## config.mk

```make
export PLATFORM = sky130hd
export DESIGN_NAME = axi4_lite_master_flat
export DESIGN_NICKNAME = d
export VERILOG_FILES = /design/src/rtl/axi4_lite_master_if.sv /design/src/rtl/axi4_lite_master.sv /design/src/flat_wrapper.sv
export SDC_FILE = /design/constraint.sdc
export NUM_CORES = 1
export LEC_CHECK = 0
export ABC_CLOCK_PERIOD_IN_PS = 1930
export CAP_MARGIN = 20
export CORE_MARGIN = 2
export CORE_UTILIZATION = 39
export DETAILED_ROUTE_END_ITERATION = 10
export PLACE_DENSITY = 0.91
export SETUP_SLACK_MARGIN = 0.4
export SLEW_MARGIN = 20
export SYNTH_ARGS = -nofsm -noshare
export SYNTH_HDL_FRONTEND = slang
export SYNTH_SLANG_ARGS = --single-unit
```

## constraint.sdc

```tcl
create_clock -name ACLK -period 1.93 [get_ports ACLK]
set_clock_uncertainty 0.1 [all_clocks]
set_input_delay 0.386 -clock ACLK [delete_from_list [all_inputs] [get_ports ACLK]]
set_output_delay 0.386 -clock ACLK [all_outputs]
set_load 0.1 [all_outputs]
```

## src/rtl/axi4_lite_master_if.sv

```systemverilog
// AXI4-Lite bus bundle between one master and one slave.
// All five channels: write address (AW), write data (W), write response (B),
// read address (AR) and read data (R).
// Modports:
//   master - drives addresses, write data, VALIDs on AW/W/AR, and BREADY/RREADY.
//   slave  - drives AWREADY/WREADY/ARREADY and the B and R response channels.
interface axi4_lite_master_if #(
  parameter int ADDR_W = 32,
  parameter int DATA_W = 32
);
  logic [ADDR_W-1:0]   M_AWADDR;
  logic                M_AWVALID;
  logic                M_AWREADY;
  logic [DATA_W-1:0]   M_WDATA;
  logic [DATA_W/8-1:0] M_WSTRB;
  logic                M_WVALID;
  logic                M_WREADY;
  logic [1:0]          M_BRESP;
  logic                M_BVALID;
  logic                M_BREADY;
  logic [ADDR_W-1:0]   M_ARADDR;
  logic                M_ARVALID;
  logic                M_ARREADY;
  logic [DATA_W-1:0]   M_RDATA;
  logic [1:0]          M_RRESP;
  logic                M_RVALID;
  logic                M_RREADY;

  modport master (
    output M_AWADDR, M_AWVALID, input M_AWREADY,
    output M_WDATA, M_WSTRB, M_WVALID, input M_WREADY,
    input M_BRESP, M_BVALID, output M_BREADY,
    output M_ARADDR, M_ARVALID, input M_ARREADY,
    input M_RDATA, M_RRESP, M_RVALID, output M_RREADY
  );

  modport slave (
    input M_AWADDR, M_AWVALID, output M_AWREADY,
    input M_WDATA, M_WSTRB, M_WVALID, output M_WREADY,
    output M_BRESP, M_BVALID, input M_BREADY,
    input M_ARADDR, M_ARVALID, output M_ARREADY,
    output M_RDATA, M_RRESP, M_RVALID, input M_RREADY
  );
endinterface

```

## src/rtl/axi4_lite_master.sv

```systemverilog
// Single-outstanding AXI4-Lite master.
// Takes one read or write command from the local command port, runs it over
// the AXI4-Lite channels and returns read data plus response code on the
// local response port.
// Ports:
//   ACLK, ARESETn  - clock; synchronous reset, active-high despite the name
//   cmd_*          - command request (valid/ready, write, addr, wdata, wstrb)
//   rsp_*          - response (valid/ready, rdata, resp)
//   timeout_err    - sticky flag: a channel made no progress for TIMEOUT cycles
//   m              - AXI4-Lite bus, master side
module axi4_lite_master #(
  parameter int ADDR_W  = 32,
  parameter int DATA_W  = 32,
  parameter int TIMEOUT = 256
) (
  input  logic                ACLK,
  input  logic                ARESETn,
  input  logic                cmd_valid,
  output logic                cmd_ready,
  input  logic                cmd_write,
  input  logic [ADDR_W-1:0]   cmd_addr,
  input  logic [DATA_W-1:0]   cmd_wdata,
  input  logic [DATA_W/8-1:0] cmd_wstrb,
  output logic                rsp_valid,
  input  logic                rsp_ready,
  output logic [DATA_W-1:0]   rsp_rdata,
  output logic [1:0]          rsp_resp,
  output logic                timeout_err,
  axi4_lite_master_if.master  m
);

  localparam int STRB_W = DATA_W / 8;
  localparam int CNT_W  = (TIMEOUT < 2) ? 1 : $clog2(TIMEOUT + 1);
  localparam logic [CNT_W-1:0] TO_MAX  = CNT_W'(TIMEOUT);
  localparam logic [CNT_W-1:0] TO_LAST = CNT_W'((TIMEOUT > 0) ? TIMEOUT - 1 : 0);

  typedef enum logic [2:0] {
    IDLE, WRITE, WRESP, RD_ADDR, RD_DATA, DONE
  } state_e;

  state_e            state_q;
  logic [ADDR_W-1:0] addr_q;
  logic [DATA_W-1:0] wdata_q;
  logic [STRB_W-1:0] wstrb_q;
  logic [DATA_W-1:0] rdata_q;
  logic [1:0]        resp_q;
  logic              awvalid_q;
  logic              wvalid_q;
  logic              bready_q;
  logic              arvalid_q;
  logic              rready_q;
  logic              rsp_valid_q;
  logic              timeout_err_q;
  logic [CNT_W-1:0]  cnt_q;

  logic aw_hs, w_hs, b_hs, ar_hs, r_hs, any_hs, busy;

  assign aw_hs  = awvalid_q & m.M_AWREADY;
  assign w_hs   = wvalid_q  & m.M_WREADY;
  assign b_hs   = bready_q  & m.M_BVALID;
  assign ar_hs  = arvalid_q & m.M_ARREADY;
  assign r_hs   = rready_q  & m.M_RVALID;
  assign any_hs = aw_hs | w_hs | b_hs | ar_hs | r_hs;
  assign busy   = (state_q == WRITE) || (state_q == WRESP) ||
                  (state_q == RD_ADDR) || (state_q == RD_DATA);

  always_ff @(posedge ACLK) begin
    if (ARESETn) begin
      state_q       <= IDLE;
      addr_q        <= '0;
      wdata_q       <= '0;
      wstrb_q       <= '0;
      rdata_q       <= '0;
      resp_q        <= '0;
      awvalid_q     <= 1'b0;
      wvalid_q      <= 1'b0;
      bready_q      <= 1'b0;
      arvalid_q     <= 1'b0;
      rready_q      <= 1'b0;
      rsp_valid_q   <= 1'b0;
      timeout_err_q <= 1'b0;
      cnt_q         <= '0;
    end else begin
      // Progress watchdog: only counts while waiting on the bus and saturates
      // at TIMEOUT so the flag is raised exactly once per stall.
      if (!busy || any_hs) begin
        cnt_q <= '0;
      end else if (TIMEOUT != 0 && cnt_q != TO_MAX) begin
        cnt_q <= cnt_q + 1'b1;
        if (cnt_q == TO_LAST) timeout_err_q <= 1'b1;
      end

      case (state_q)
        IDLE: begin
          if (cmd_valid) begin
            addr_q  <= cmd_addr;
            wdata_q <= cmd_wdata;
            wstrb_q <= cmd_wstrb;
            if (cmd_write) begin
              state_q   <= WRITE;
              awvalid_q <= 1'b1;
              wvalid_q  <= 1'b1;
            end else begin
              state_q   <= RD_ADDR;
              arvalid_q <= 1'b1;
            end
          end
        end
        WRITE: begin
          if (aw_hs) awvalid_q <= 1'b0;
          if (w_hs)  wvalid_q  <= 1'b0;
          // A channel counts as done if it completes now or already has.
          if ((aw_hs || !awvalid_q) && (w_hs || !wvalid_q)) begin
            state_q  <= WRESP;
            bready_q <= 1'b1;
          end
        end
        WRESP: begin
          if (b_hs) begin
            resp_q      <= m.M_BRESP;
            rdata_q     <= '0;
            bready_q    <= 1'b0;
            rsp_valid_q <= 1'b1;
            state_q     <= DONE;
          end
        end
        RD_ADDR: begin
          if (ar_hs) begin
            arvalid_q <= 1'b0;
            rready_q  <= 1'b1;
            state_q   <= RD_DATA;
          end
        end
        RD_DATA: begin
          if (r_hs) begin
            rdata_q     <= m.M_RDATA;
            resp_q      <= m.M_RRESP;
            rready_q    <= 1'b0;
            rsp_valid_q <= 1'b1;
            state_q     <= DONE;
          end
        end
        DONE: begin
          if (rsp_ready) begin
            rsp_valid_q <= 1'b0;
            state_q     <= IDLE;
          end
        end
        default: state_q <= IDLE;
      endcase
    end
  end

  assign cmd_ready   = (state_q == IDLE);
  assign rsp_valid   = rsp_valid_q;
  assign rsp_rdata   = rdata_q;
  assign rsp_resp    = resp_q;
  assign timeout_err = timeout_err_q;

  assign m.M_AWADDR  = addr_q;
  assign m.M_AWVALID = awvalid_q;
  assign m.M_WDATA   = wdata_q;
  assign m.M_WSTRB   = wstrb_q;
  assign m.M_WVALID  = wvalid_q;
  assign m.M_BREADY  = bready_q;
  assign m.M_ARADDR  = addr_q;
  assign m.M_ARVALID = arvalid_q;
  assign m.M_RREADY  = rready_q;

endmodule

```

## src/flat_wrapper.sv

```systemverilog
// flat-port wrapper written by rule: the top's interface ports become plain ports
module axi4_lite_master_flat 
#(
  parameter int ADDR_W  = 32,
  parameter int DATA_W  = 32,
  parameter int TIMEOUT = 256
)
  (ACLK, ARESETn, cmd_valid, cmd_ready, cmd_write, cmd_addr, cmd_wdata, cmd_wstrb, rsp_valid, rsp_ready, rsp_rdata, rsp_resp, timeout_err, m_M_AWADDR, m_M_AWVALID, m_M_AWREADY, m_M_WDATA, m_M_WSTRB, m_M_WVALID, m_M_WREADY, m_M_BRESP, m_M_BVALID, m_M_BREADY, m_M_ARADDR, m_M_ARVALID, m_M_ARREADY, m_M_RDATA, m_M_RRESP, m_M_RVALID, m_M_RREADY);
  axi4_lite_master_if #(.ADDR_W(ADDR_W), .DATA_W(DATA_W)) m_i ();
  input  logic ACLK;
  input  logic ARESETn;
  input  logic cmd_valid;
  output logic cmd_ready;
  input  logic cmd_write;
  input  logic [ADDR_W-1:0] cmd_addr;
  input  logic [DATA_W-1:0] cmd_wdata;
  input  logic [DATA_W/8-1:0] cmd_wstrb;
  output logic rsp_valid;
  input  logic rsp_ready;
  output logic [DATA_W-1:0] rsp_rdata;
  output logic [1:0] rsp_resp;
  output logic timeout_err;
  output wire logic [$bits(m_i.M_AWADDR)-1:0] m_M_AWADDR;
  output wire logic [$bits(m_i.M_AWVALID)-1:0] m_M_AWVALID;
  input wire logic [$bits(m_i.M_AWREADY)-1:0] m_M_AWREADY;
  output wire logic [$bits(m_i.M_WDATA)-1:0] m_M_WDATA;
  output wire logic [$bits(m_i.M_WSTRB)-1:0] m_M_WSTRB;
  output wire logic [$bits(m_i.M_WVALID)-1:0] m_M_WVALID;
  input wire logic [$bits(m_i.M_WREADY)-1:0] m_M_WREADY;
  input wire logic [$bits(m_i.M_BRESP)-1:0] m_M_BRESP;
  input wire logic [$bits(m_i.M_BVALID)-1:0] m_M_BVALID;
  output wire logic [$bits(m_i.M_BREADY)-1:0] m_M_BREADY;
  output wire logic [$bits(m_i.M_ARADDR)-1:0] m_M_ARADDR;
  output wire logic [$bits(m_i.M_ARVALID)-1:0] m_M_ARVALID;
  input wire logic [$bits(m_i.M_ARREADY)-1:0] m_M_ARREADY;
  input wire logic [$bits(m_i.M_RDATA)-1:0] m_M_RDATA;
  input wire logic [$bits(m_i.M_RRESP)-1:0] m_M_RRESP;
  input wire logic [$bits(m_i.M_RVALID)-1:0] m_M_RVALID;
  output wire logic [$bits(m_i.M_RREADY)-1:0] m_M_RREADY;
  assign m_M_AWADDR = m_i.M_AWADDR;
  assign m_M_AWVALID = m_i.M_AWVALID;
  assign m_i.M_AWREADY = m_M_AWREADY;
  assign m_M_WDATA = m_i.M_WDATA;
  assign m_M_WSTRB = m_i.M_WSTRB;
  assign m_M_WVALID = m_i.M_WVALID;
  assign m_i.M_WREADY = m_M_WREADY;
  assign m_i.M_BRESP = m_M_BRESP;
  assign m_i.M_BVALID = m_M_BVALID;
  assign m_M_BREADY = m_i.M_BREADY;
  assign m_M_ARADDR = m_i.M_ARADDR;
  assign m_M_ARVALID = m_i.M_ARVALID;
  assign m_i.M_ARREADY = m_M_ARREADY;
  assign m_i.M_RDATA = m_M_RDATA;
  assign m_i.M_RRESP = m_M_RRESP;
  assign m_i.M_RVALID = m_M_RVALID;
  assign m_M_RREADY = m_i.M_RREADY;
  axi4_lite_master #(.ADDR_W(ADDR_W), .DATA_W(DATA_W), .TIMEOUT(TIMEOUT)) u_core (.ACLK(ACLK), .ARESETn(ARESETn), .cmd_valid(cmd_valid), .cmd_ready(cmd_ready), .cmd_write(cmd_write), .cmd_addr(cmd_addr), .cmd_wdata(cmd_wdata), .cmd_wstrb(cmd_wstrb), .rsp_valid(rsp_valid), .rsp_ready(rsp_ready), .rsp_rdata(rsp_rdata), .rsp_resp(rsp_resp), .timeout_err(timeout_err), .m(m_i));
endmodule
```

==> impl_metrics.json <==
{
  "clk_pin_slew_ns": 0.06,
  "firstDrtPassIters": 7,
  "postSynthCellCount": 563,
  "wirelength_mm": 29.0,
  "period_share_pct": 110,
  "start_kind": "flip-flop",
  "crit_arrival_ns": 2.28,
  "drv_cap": 0,
  "p_leak_uw": 0.00454,
  "clock.fmax_mhz": 473,
  "grt_max_degree": 103,
  "cts_made_buffers": 17,
  "hp-class": "in -> reg",
  "setup_tns_ns": -0.610,
  "clkLatencyLatePin_ns": 0.42,
  "finalWorstSetupSlack_ns": -0.183,
  "drtIter0Drc": 546,
  "cts_tree": "built",
  "io_pins": 256,
  "clock_path_buffers": 2,
  "grt_pass1_vias": 5631,
  "power.density_nw_per_um2": 1540,
  "ys_types": 43,
  "crit_type": "reg -> reg",
  "nets": 960,
  "coreArea_um2": 11900,
  "final-hold-violation-count": 0,
  "cp-end-kind": "flip-flop",
  "crit_required_ns": 2.10,
  "initial_core_util_pct": 39.6,
  "cp_slowest_cell": "dfxtp_4",
  "vias_per_cell": 6.00,
  "worst_pin_slew_ns": 0.599,
  "dieWidth_um": 114,
  "grt_pass1_wl_mm": 30.9,
  "drive_gt1_share_pct": 59.7,
  "cp_cell_sequence": "buf_12 > nor3b_4 > and2_4 > or3_4 > buf_16 > mux2i_2 > nor2_1",
  "placedInstanceArea_um2": 8730,
  "relSlewSlack_pct": 60.0,
  "max_stage_delay_ns": 0.37,
  "overflow": 0,
  "grt.total_usage_pct": 31.3,
  "place_congestion": 0.840,
  "wl_per_cell_um": 28.9,
  "violations": "setup timing",
  "holdPathStages": 2,
  "ys.flop_type": "dfxtp_1",
  "cts-root-buf": "clkbuf_16",
  "fillers": 234,
  "max-vdd-ir-drop_mv": 0.994,
  "syn-num-nets": 680,
  "final-setup-viol-count": 16,
  "htreeDepth": 4,
  "hold_buffers": 0,
  "diodes": 0,
  "antenna_found_initial": 0,
  "yosys_warnings": 0,
  "ys_ff_latch": 121,
  "drcViolationCount": 0,
  "syn_area_um2": 4720,
  "synth_edf_count": 0,
  "crit_path_max_fanout": 7,
  "reg2reg_depth": 7,
  "avgSynthCellArea_um2": 8.38,
  "rsz0062_at_grt": "yes",
  "clock_sinks": 121,
  "final_area_um2": 11400,
  "die_y_um": 114,
  "rows": 40,
  "synthToLayoutAreaGrowth_pct": 142,
  "hpwlAfterDp_mm": 11.9,
  "status": "finished with violations",
  "num_vias": 6019,
  "ant_nets": 0,
  "min_period_ns": 2.11,
  "yosysSeqAreaShare_pct": 51.4,
  "drv_slew": 0,
  "async_flop_share_pct": 0,
  "io_buffers": 255,
  "dieArea_um2": 13000
}
[state kept, by name, indices dropped and copies added (netlist names)]
signal	count
u_core.state_q	3
u_core.m.M_WDATA	32
u_core.cnt_q	9
u_core.rsp_resp	2
u_core.m.M_AWVALID	1
u_core.m.M_WSTRB	4
u_core.m.M_ARADDR	32
u_core.rsp_valid	1
u_core.m.M_RREADY	1
u_core.timeout_err	1
u_core.m.M_ARVALID	1
u_core.m.M_WVALID	1
u_core.rsp_rdata	32
u_core.m.M_BREADY	1
[power by group]
| group | internal, µW | switching [µW] |
|---|---|---|
| registers | 2930 | 657 |
| clock network | 2080 | 1250 |
| logic | 4450 | 6240 |
[critical path: cells and delay by family (launching register included)]
kind                   cells  cell delay [ns]
muxes                      1             0.28
buffers and inverters      2             0.31
and+or+nand+nor            4             0.89
DFF                        1             0.37
[synth_stat cells (4+ instances only)]
library cell | instances | share of area [%]
nor3_1 | 4 | 0.42
nand2_1 | 145 | 12
and3_1 | 5 | 0.66
buf_4 | 34 | 5.4
nand3_1 | 5 | 0.53
dfxtp_1 | 121 | 51
buf_2 | 14 | 1.5
clkbuf_1 | 19 | 1.5
a21oi_1 | 77 | 8.2
inv_1 | 9 | 0.72
a22oi_1 | 32 | 5.1
nor2_1 | 48 | 3.8
[routing by layer]
| layer | global-route usage [%] | share of wire (%) |
|---|---|---|
| met1 | 32.8 | 32 |
| met2 | 55.4 | 50 |
| met5 | 0 | 0 |
| met3 | 10.2 | 8.1 |
| met4 | 17.2 | 9.6 |
[final cells by class]
type | instances | area [µm²] | share of cell area, %
Tap cell | 147 | 184 | 1.61
Clock buffer | 22 | 495 | 4.34
Multi-Input combinational cell | 364 | 2850 | 24.9
Clock inverter | 10 | 115 | 1.01
Inverter | 9 | 33.8 | 0.296
Sequential cell | 121 | 2560 | 22.4
Timing Repair Buffer | 330 | 5180 | 45.4
[kinds of logic after synthesis]
family | Yosys count | share of synthesized area (%)
simple gates | 220 | 19.2
buf+inv | 80 | 9.92
compound gates | 128 | 16.5
mux | 5 | 1.14
xor+xnor | 6 | 1.11
fa+ha+maj | 3 | 0.796
flops | 121 | 51.4
[worst paths after layout]
check / startpoint / end / slack (ns)
worst min register to register: u_core.m.M_WDATA[28] / u_core.m.M_WDATA[28] / 0.39
worst max register to register: u_core.state_q[2] / u_core.rsp_resp[1] / -0.18
worst max-delay path: u_core.state_q[2] / u_core.rsp_resp[1] / -0.18
worst min-delay path: ARESETn / u_core.rsp_valid / 0.20
[metrics by stage]
| stage | total power [µW] | hold WS (ns) | utilization [%] | cells | setup WS [ns] |
|---|---|---|---|---|---|
| floorplan | 8020 | 0.369 | - | 563 | -0.249 |
| global placement | 10500 | 0.375 | 73.3 | 911 | -0.141 |
| detailed placement | 10700 | 0.383 | 73.3 | 911 | -0.288 |
| CTS | 15400 | 0.146 | 85.1 | 974 | 0.0854 |
| global route | 17900 | 0.197 | 95.8 | 1003 | -0.147 |
| finish | 17600 | 0.198 | 95.8 | 1003 | -0.183 |
[cell usage in the layout, fill, tap and decap left out, drive strengths merged, types with 9 or more instances in the layout]
master and n:
a21oi 77, a22oi 32, buf 208, clkbuf 32, clkdlybuf4s50 111, dfxtp 121, inv 9, nand2 146
nor2 48
[timing repair]
action,CTS,global route
setup endpoints to repair,121,142
cloned,12,14
hold endpoints to repair,0,0
resized for setup,86,242
pin swaps,28,133
setup buffers,19,15
Power figures use the tool's default switching activity.
